--- src/rtl/ahb_bmtx_pkg.sv ---
// ahb_bmtx_pkg: shared encodings, default-slave state type and region unpacking helper
// for the AHB bus matrix decoder.
package ahb_bmtx_pkg;

    localparam int ADDR_W    = 22;
    localparam int MAX_PORTS = 8;

    localparam logic [1:0] TRANS_IDLE = 2'b00;
    localparam logic [1:0] RESP_OKAY  = 2'b00;
    localparam logic [1:0] RESP_ERROR = 2'b01;

    typedef enum logic [1:0] {
        DS_IDLE,
        DS_ERR1,
        DS_ERR2
    } ds_state_t;

    // Region vectors are zero-extended to MAX_PORTS entries so one helper serves any port count.
    function automatic logic [ADDR_W-1:0] region_field(
        input logic [ADDR_W*MAX_PORTS-1:0] regions,
        input int                          k
    );
        return regions[ADDR_W*k +: ADDR_W];
    endfunction

endpackage

--- src/rtl/ahb_bmtx_dflt_slv_fsm.sv ---
// ahb_bmtx_dflt_slv_fsm: default slave returning a two-cycle ERROR for unmapped transfers,
// with a saturating error counter and faulting-address capture.
//   HCLK, HRESETn    clock, async active-low reset
//   dft_sel          address phase targets the default slave
//   HREADYS          previous data phase completes this cycle
//   trans_active     HTRANS[1] (NONSEQ or SEQ)
//   decode_addr_dec  HADDR[31:10] of the address phase
//   err_clr          synchronous clear of err_count (wins over an increment)
//   ready, resp      default-slave HREADYOUT / HRESP
//   err_count        saturating count of ERROR responses started
//   err_addr         address of the most recent unmapped active transfer
module ahb_bmtx_dflt_slv_fsm
    import ahb_bmtx_pkg::*;
#(
    parameter int ERR_CNT_W = 8
) (
    input  logic                 HCLK,
    input  logic                 HRESETn,
    input  logic                 dft_sel,
    input  logic                 HREADYS,
    input  logic                 trans_active,
    input  logic [ADDR_W-1:0]    decode_addr_dec,
    input  logic                 err_clr,
    output logic                 ready,
    output logic [1:0]           resp,
    output logic [ERR_CNT_W-1:0] err_count,
    output logic [ADDR_W-1:0]    err_addr
);

    ds_state_t state, state_nxt;
    logic      enter_err;

    // HREADYS is low throughout ERR1, so the state check only guards against a stray request.
    assign enter_err = dft_sel & HREADYS & trans_active & (state != DS_ERR1);

    always_ff @(posedge HCLK or negedge HRESETn) begin
        if (!HRESETn) state <= DS_IDLE;
        else          state <= state_nxt;
    end

    always_comb begin
        state_nxt = state;
        ready     = 1'b1;
        resp      = RESP_OKAY;
        case (state)
            DS_IDLE: state_nxt = enter_err ? DS_ERR1 : DS_IDLE;
            DS_ERR1: begin
                ready     = 1'b0;
                resp      = RESP_ERROR;
                state_nxt = DS_ERR2;
            end
            DS_ERR2: begin
                resp      = RESP_ERROR;
                state_nxt = enter_err ? DS_ERR1 : DS_IDLE;
            end
            default: state_nxt = DS_IDLE;
        endcase
    end

    always_ff @(posedge HCLK or negedge HRESETn) begin
        if (!HRESETn) begin
            err_count <= '0;
            err_addr  <= '0;
        end else begin
            if (err_clr)                        err_count <= '0;
            else if (enter_err && !(&err_count)) err_count <= err_count + 1'b1;
            if (enter_err) err_addr <= decode_addr_dec;
        end
    end

endmodule

--- src/rtl/ahb_bus_matrix_decoder_param.sv ---
// ahb_bus_matrix_decoder_param: slave-side address decoder for an AHB bus matrix input stage.
// Decodes HADDR[31:10] into NUM_PORTS base/limit regions plus an integrated default slave, and
// routes the data-phase response of the selected port back to the input stage.
//   HCLK, HRESETn                 clock, async active-low reset
//   HREADYS                       input-stage HREADY
//   sel_dec, decode_addr_dec      HSEL and HADDR[31:10] from the input stage
//   trans_dec                     HTRANS
//   port_en                       run-time per-region enable
//   err_clr                       synchronous clear of err_count
//   active_in, readyout_in,
//   resp_in, rdata_in, ruser_in   per-port output-stage status and data-phase responses
//   sel_out, active_dec           per-port HSEL and active flag of the addressed port
//   HREADYOUTS, HRESPS,
//   HRDATAS, HRUSERS              selected data-phase response
//   err_count, err_addr           default-slave error statistics
module ahb_bus_matrix_decoder_param
    import ahb_bmtx_pkg::*;
#(
    parameter int                          NUM_PORTS    = 4,
    parameter int                          DATA_W       = 32,
    parameter int                          RUSER_W      = 32,
    parameter logic [ADDR_W*NUM_PORTS-1:0] REGION_BASE  = '0,
    parameter logic [ADDR_W*NUM_PORTS-1:0] REGION_LIMIT = {NUM_PORTS{22'h1f}},
    parameter int                          ERR_CNT_W    = 8
) (
    input  logic                         HCLK,
    input  logic                         HRESETn,
    input  logic                         HREADYS,
    input  logic                         sel_dec,
    input  logic [ADDR_W-1:0]            decode_addr_dec,
    input  logic [1:0]                   trans_dec,
    input  logic [NUM_PORTS-1:0]         port_en,
    input  logic                         err_clr,
    input  logic [NUM_PORTS-1:0]         active_in,
    input  logic [NUM_PORTS-1:0]         readyout_in,
    input  logic [2*NUM_PORTS-1:0]       resp_in,
    input  logic [DATA_W*NUM_PORTS-1:0]  rdata_in,
    input  logic [RUSER_W*NUM_PORTS-1:0] ruser_in,
    output logic [NUM_PORTS-1:0]         sel_out,
    output logic                         active_dec,
    output logic                         HREADYOUTS,
    output logic [1:0]                   HRESPS,
    output logic [DATA_W-1:0]            HRDATAS,
    output logic [RUSER_W-1:0]           HRUSERS,
    output logic [ERR_CNT_W-1:0]         err_count,
    output logic [ADDR_W-1:0]            err_addr
);

    localparam logic [ADDR_W*MAX_PORTS-1:0] BASE_X  = (ADDR_W*MAX_PORTS)'(REGION_BASE);
    localparam logic [ADDR_W*MAX_PORTS-1:0] LIMIT_X = (ADDR_W*MAX_PORTS)'(REGION_LIMIT);

    // One-hot selects; bit NUM_PORTS is the default slave. data_sel == 0 only out of reset.
    logic [NUM_PORTS:0] addr_sel, data_sel;
    logic               hit_found, dft_sel, dft_ready;
    logic [1:0]         dft_resp;

    always_comb begin
        addr_sel  = '0;
        hit_found = 1'b0;
        for (int k = 0; k < NUM_PORTS; k++) begin
            if (!hit_found && port_en[k] &&
                decode_addr_dec >= region_field(BASE_X, k) &&
                decode_addr_dec <= region_field(LIMIT_X, k)) begin
                addr_sel[k] = 1'b1;
                hit_found   = 1'b1;
            end
        end
        if (!hit_found) addr_sel[NUM_PORTS] = 1'b1;
        // An IDLE following a real-port transfer keeps that port selected so HSEL does not glitch.
        if (trans_dec == TRANS_IDLE && |data_sel[NUM_PORTS-1:0]) addr_sel = data_sel;
    end

    assign sel_out    = {NUM_PORTS{sel_dec}} & addr_sel[NUM_PORTS-1:0];
    assign dft_sel    = sel_dec & addr_sel[NUM_PORTS];
    assign active_dec = |(active_in & addr_sel[NUM_PORTS-1:0]) | addr_sel[NUM_PORTS];

    always_ff @(posedge HCLK or negedge HRESETn) begin
        if (!HRESETn)     data_sel <= '0;
        else if (HREADYS) data_sel <= addr_sel;
    end

    always_comb begin
        HREADYOUTS = 1'b1;
        HRESPS     = RESP_OKAY;
        HRDATAS    = '0;
        HRUSERS    = '0;
        if (data_sel[NUM_PORTS]) begin
            HREADYOUTS = dft_ready;
            HRESPS     = dft_resp;
        end
        for (int k = 0; k < NUM_PORTS; k++) begin
            if (data_sel[k]) begin
                HREADYOUTS = readyout_in[k];
                HRESPS     = resp_in[2*k +: 2];
                HRDATAS    = rdata_in[DATA_W*k +: DATA_W];
                HRUSERS    = ruser_in[RUSER_W*k +: RUSER_W];
            end
        end
    end

    ahb_bmtx_dflt_slv_fsm #(.ERR_CNT_W(ERR_CNT_W)) u_dflt (
        .HCLK           (HCLK),
        .HRESETn        (HRESETn),
        .dft_sel        (dft_sel),
        .HREADYS        (HREADYS),
        .trans_active   (trans_dec[1]),
        .decode_addr_dec(decode_addr_dec),
        .err_clr        (err_clr),
        .ready          (dft_ready),
        .resp           (dft_resp),
        .err_count      (err_count),
        .err_addr       (err_addr)
    );

endmodule

--- config.mk ---
export PLATFORM = sky130hd
export DESIGN_NAME = ahb_bus_matrix_decoder_param
export DESIGN_NICKNAME = d
export VERILOG_FILES = /design/src/rtl/ahb_bmtx_pkg.sv /design/src/rtl/ahb_bmtx_dflt_slv_fsm.sv /design/src/rtl/ahb_bus_matrix_decoder_param.sv
export SDC_FILE = /design/constraint.sdc
export NUM_CORES = 1
export LEC_CHECK = 0
export ABC_AREA = 1
export CORE_AREA = 3 3 157 159
export CTS_CLUSTER_DIAMETER = 60
export CTS_CLUSTER_SIZE = 20
export DETAILED_ROUTE_END_ITERATION = 8
export DIE_AREA = 0 0 160 162
export GPL_ROUTABILITY_DRIVEN = 0
export REMOVE_ABC_BUFFERS = 1
export SYNTH_ARGS = -nofsm -noshare
export SYNTH_HDL_FRONTEND = slang
export SYNTH_HIERARCHICAL = 1
export SYNTH_SLANG_ARGS = --single-unit
--- constraint.sdc ---
create_clock -name HCLK -period 2.81 [get_ports HCLK]
set_input_delay 0.7025 -clock HCLK [delete_from_list [all_inputs] [get_ports HCLK]]
set_output_delay 0.7025 -clock HCLK [all_outputs]
set_load 0.1 [all_outputs]
== Word level (Yosys, flattened, before mapping) ==
Cells that the tools add are included.
W data, S select, Z words.
Cells by class
  add/subtract/negate cells: 1
  $lt $le $gt $ge: 2
  eq/ne operators: 3
  multiplexer cells: 33
  bitwise operators: 7
  reductions and logical operators: 25
Operator list (count)
  $mux W32: 8
  $ge A22 B1 Y1 const B: 1
  $le A22 B5 Y1 const B: 1
  $mux W1: 16
  $mux W8: 2
  $logic_and A1 B1 Y1: 13
  $mux W2: 5
  $add A8 B1 Y8 const B: 1
  $and A4 B4 Y4: 2
  $reduce_and A8 Y1: 1
  $reduce_or A4 Y1: 2
  $mux W5: 1
  $and A1 B1 Y1: 4
  $logic_not A1 Y1: 4
  $logic_not A2 Y1: 2
  $pmux W2 S2: 1
  $reduce_or A2 Y1: 2
  $eq A2 B1 Y1 const B: 1
  $eq A2 B2 Y1 const B: 1
  $ne A2 B1 Y1 const B: 1
  $reduce_bool A2 Y1: 1
  $or A1 B1 Y1: 1
Storage, ports and cells
  bits in registers: 37
  input port bits: 305
  output and inout port bits: 102
  word-level logic and storage cells: 75

== Depth between registers and ports, before layout ==
  depth in word-level cells: 28
  gate-level depth with buffers: 15
  depth with buffers taken out: 14

== Cells and area by module ==
Netlist, hierarchy kept.
By module, submodules not included
  ahb_bus_matrix_decoder_param: times used 1, cells an instance 400, area each 2995.4 um^2, seq. area each 125.1 um^2
  ahb_bmtx_dflt_slv_fsm: times used 1, cells an instance 185, area each 1493.9 um^2, seq. area each 800.8 um^2

== Least setup slack after synthesis ==
OpenSTA, ideal clock, no wires.
  path kind: input port to output port
  start: in resp_in[1]
  end: out HRESPS[1]
  data arrival time: 3.169 ns
  required time: 2.108 ns
  path slack: -1.062 ns
  stages: 6
  buffers on the path: 0
  cells stage by stage: nand2_1 -> a21oi_1 -> a21oi_1 -> nor2_1 -> a21oi_1 -> o21ai_0
On the way
  cells in the longest elaborated chain, start to end: 4
RTL lines
  from (decl): line ahb_bus_matrix_decoder_param.sv:36  | input logic [2*NUM_PORTS-1:0] resp_in,
  $mux W2 (4 in a row): line ahb_bus_matrix_decoder_param.sv:92  | if (data_sel[k]) begin
  to (decl): line ahb_bus_matrix_decoder_param.sv:42  | output logic [1:0] HRESPS,
No other way between the ends.

== Worst setup path in the final report ==
Ends and elaborated chain as after synthesis.

==> flow_summary_export.csv <==
group,metric,value,unit
flow_run,max_cap_violations,0,
cts,htree_levels,2,
power,p_per_area,259,nW/um^2
synth,synth_cells,585,
timing,fin_worst_skew,0.00707,ns
global_route,grt_pass1_wl,38000,um
setup_path,worst_path_most_repeated_cell,"a21oi_1",
final_layout,syn_to_final_growth,126,%
cts,clock_path_buffers,2,
timing,period_share,98.0,%
final_layout,n_fill_cell,2331,
global_route,grt_busiest_layer,"met2",
detailed_routing,final_antenna_net_count,0,
synth,synth_edf_count,0,
setup_path,arrival,2.05,ns
global_route,antenna_found_initial,15,
synth,yosysMostFrequentCell,"nand2_1",
final_layout,postLayoutCoreUtil,43.3,%
synth,synth_common_cells,"nand2_1 (189), nor2_1 (93), a221oi_2 (49), o31ai_2 (49), dfrtp_1 (37)",
synth,synth.area.top_cells,"dfrtp_1 (21%), a221oi_2 (16%), nand2_1 (16%), o31ai_2 (14%), nor2_1 (7.8%)",
floorplanning,start_util,19.2,%
setup_path,cp_max_fo,1,
detailed_routing,viasPerCell,4.55,
floorplanning,rows,56,
floorplanning,die_h,162,um
setup_path,cp_slowest_cell,"clkdlybuf4s50_1",
setup_path,r2r_end,"data_sel[3]",
global_route,grt_max_degree,82,
floorplanning,core,23400,um^2
place,numPortBuffers,406,
cts,cts_sinks,37,
power,peakVddDrop,0.434,mV
timing,setup_violations,0,
setup_path,crit_path_end_kind,"primary output",
timing,tns,0,ns
setup_path,cp-startpoint,"resp_in[1]",
cts,cts_tree,"built",
global_route,grt_usage,18.9,%
run_status,status,"finished, final reports clean",
global_route,gr-usage-met2,31.7,%
timing,slew_headroom,57.9,%
cts,clk_pin_slew_worst_paths,0.06,ns
global_route,grt_pass1_vias,5910,
power,leakagePower,4.25,nW
synth,ys_warn_count,6,
floorplanning,ios,407,
setup_path,reg2regPathDepth,20,
timing,timing_hold_violations_final,0,
hold_path,worstHoldPathType,"in2async",
setup_path,criticalPathCategory,"in2out",
detailed_routing,drt-pass1-iter-count,5,
synth,yosysUniqueCellTypes,41,
setup_path,r2r_start,"data_sel[1]",
setup_path,start_kind,"input port",
synth,dominantRegCellSynth,"dfrtp_1",
setup_path,path_cells,"clkdlybuf4s50_1 -> nand2_2 -> a21oi_4 -> a21oi_1 -> nor2_1 -> a21oi_1 -> o21ai_1 -> buf_4 -> buf_12",
cts,insertion_delay,0.29,ns
timing,hold_slack,0.429,ns
floorplanning,die_w,160,um
detailed_routing,vias,6126,
timing,worst_pin_slew,0.631,ns
timing,drv_slew,0,
synth,synth_top_area_share,20.6,%
final_layout,drive_above_1_share,33.1,%
floorplanning,die_area,25900,um^2
detailed_routing,wire_per_inst,19.6,um
global_route,grt_overflow_total,0,
timing,rsz0062_at_grt,"true",
detailed_routing,drc,0,
setup_path,crit_path_end,"HRESPS[1]",
global_route,use_met3,6.99,%
synth,syn_area,4490,um^2
cts,cts_buffers,5,
timing,min_period,2.75,ns
timing,fmax,363,MHz
synth,synth_seq_cells,37,
synth,synthArstFlopShare,100,%
cts,cts_root_buf,"clkbuf_16",
setup_path,rrSetupSlack,0.13,ns
synth,seq_area_frac_synth,20.6,%
detailed_routing,drtIter0Drc,372,
synth,synth_top_area_cell,"dfrtp_1",
global_route,grt.met1_usage,23.8,%
place,dpl.hpwl,21100,um
setup_path,required,2.11,ns
setup_path,critPathMaxStageDelay,0.48,ns
detailed_routing,wl,26400,um
final_layout,nNetsFinal,1332,
synth,syn-mean-instance-area,7.67,um^2
[report_power, final]
group | total [W] | switching (W) | internal [W]
registers | 0.000648 | 0.0000450 | 0.000603
clock network | 0.000665 | 0.000222 | 0.000444
logic | 0.00131 | 0.000782 | 0.000528
[metrics by stage]
stage          power [W]  worst slack, ns  std cells  area (um^2)
2_1_floorplan    0.00130            -3.30        534         4140
3_3_place_gp     0.00197           -0.302       1305         9720
3_5_place_dp     0.00197           -0.342       1305         9720
4_1_cts          0.00265         -0.00843       1330        10000
5_1_grt          0.00273          -0.0360       1343        10100
6_report         0.00262           0.0568       1346        10100
[final cells by class]
cell class | count | area, um^2 | area share (%)
tap | 319 | 399 | 3.93
clock inverter | 1 | 30.0 | 0.296
timing repair buffer | 480 | 5310 | 52.3
clock buffer | 7 | 143 | 1.41
antenna | 5 | 12.5 | 0.123
inverter | 19 | 78.8 | 0.777
sequential | 37 | 937 | 9.24
multi-input combinational | 478 | 3230 | 31.9
[cells in the final DEF, fill, tap and decap left out, types with 3 or more instances in the layout]
cell type	count
a21oi_1	5
a221oi_1	15
a221oi_2	49
buf_12	81
buf_2	10
buf_4	93
clkbuf_16	6
clkbuf_2	7
clkdlybuf4s50_1	281
dfrtp_1	34
dfrtp_4	3
diode_2	5
dlygate4sd2_1	4
ha_1	6
inv_1	13
inv_2	3
nand2_1	185
nand2_2	7
nand3_1	14
nand3_2	3
nand4_1	3
nor2_1	91
nor2_4	4
nor3_4	3
o21ai_1	3
o31ai_1	15
o31ai_2	48
[registers in the layout, indices dropped and copies added, names as in the netlist]
signal / cells
data_sel: 5
u_dflt/err_addr: 22
u_dflt/err_count: 8
u_dflt/state: 2
[critical path: cells and delay by family]
| family | cells | cell delay (ns) |
|---|---|---|
| AO/OA/AOI/OAI | 4 | 0.41 |
| buffers and inverters | 3 | 0.77 |
| AND/OR/NAND/NOR | 2 | 0.17 |
[layer usage]
layer / share of wire [%] / up-vias / wire (um)
met5: 0.56 / - / 147
met4: 0.95 / 22 / 251
met3: 9.1 / 36 / 2390
met2: 49 / 253 / 12900
met1: 40 / 2862 / 10700
li1: - / 2953 / -
[how the worst min path moves through the flow]
stage / endpoint / slack (ns) / cells past startpoint
2_1_floorplan: data_sel[0] / 0.41 / 0
3_3_place_gp: u_dflt/err_addr[18] / 0.47 / 2
3_5_place_dp: u_dflt/err_addr[9] / 0.47 / 2
4_1_cts: u_dflt/err_addr[0] / 0.47 / 1
5_1_grt: u_dflt/err_addr[0] / 0.50 / 1
6_report: u_dflt/err_addr[0] / 0.43 / 1
[logic make-up (layout without fill, tap and decap cells)]
family / Yosys count / count (layout) / synth area share [%]
and+or+nand+nor: 321 / 321 / 29.7
AOI/OAI and AO/OA: 150 / 150 / 38.6
buffers and inverters: 70 / 507 / 9.39
DFF: 37 / 37 / 20.6
adders and majority gates: 6 / 6 / 1.67
other: 1 / 6 / 0.0835
[repair_timing]
action / in CTS / in global routing
pin swaps: 21 / 18
gates resized for setup: 64 / 28
hold buffers: 0 / 0
setup endpoints to repair: 6 / 25
buffers inserted: 17 / 12
(Power assumes the default switching activity.)
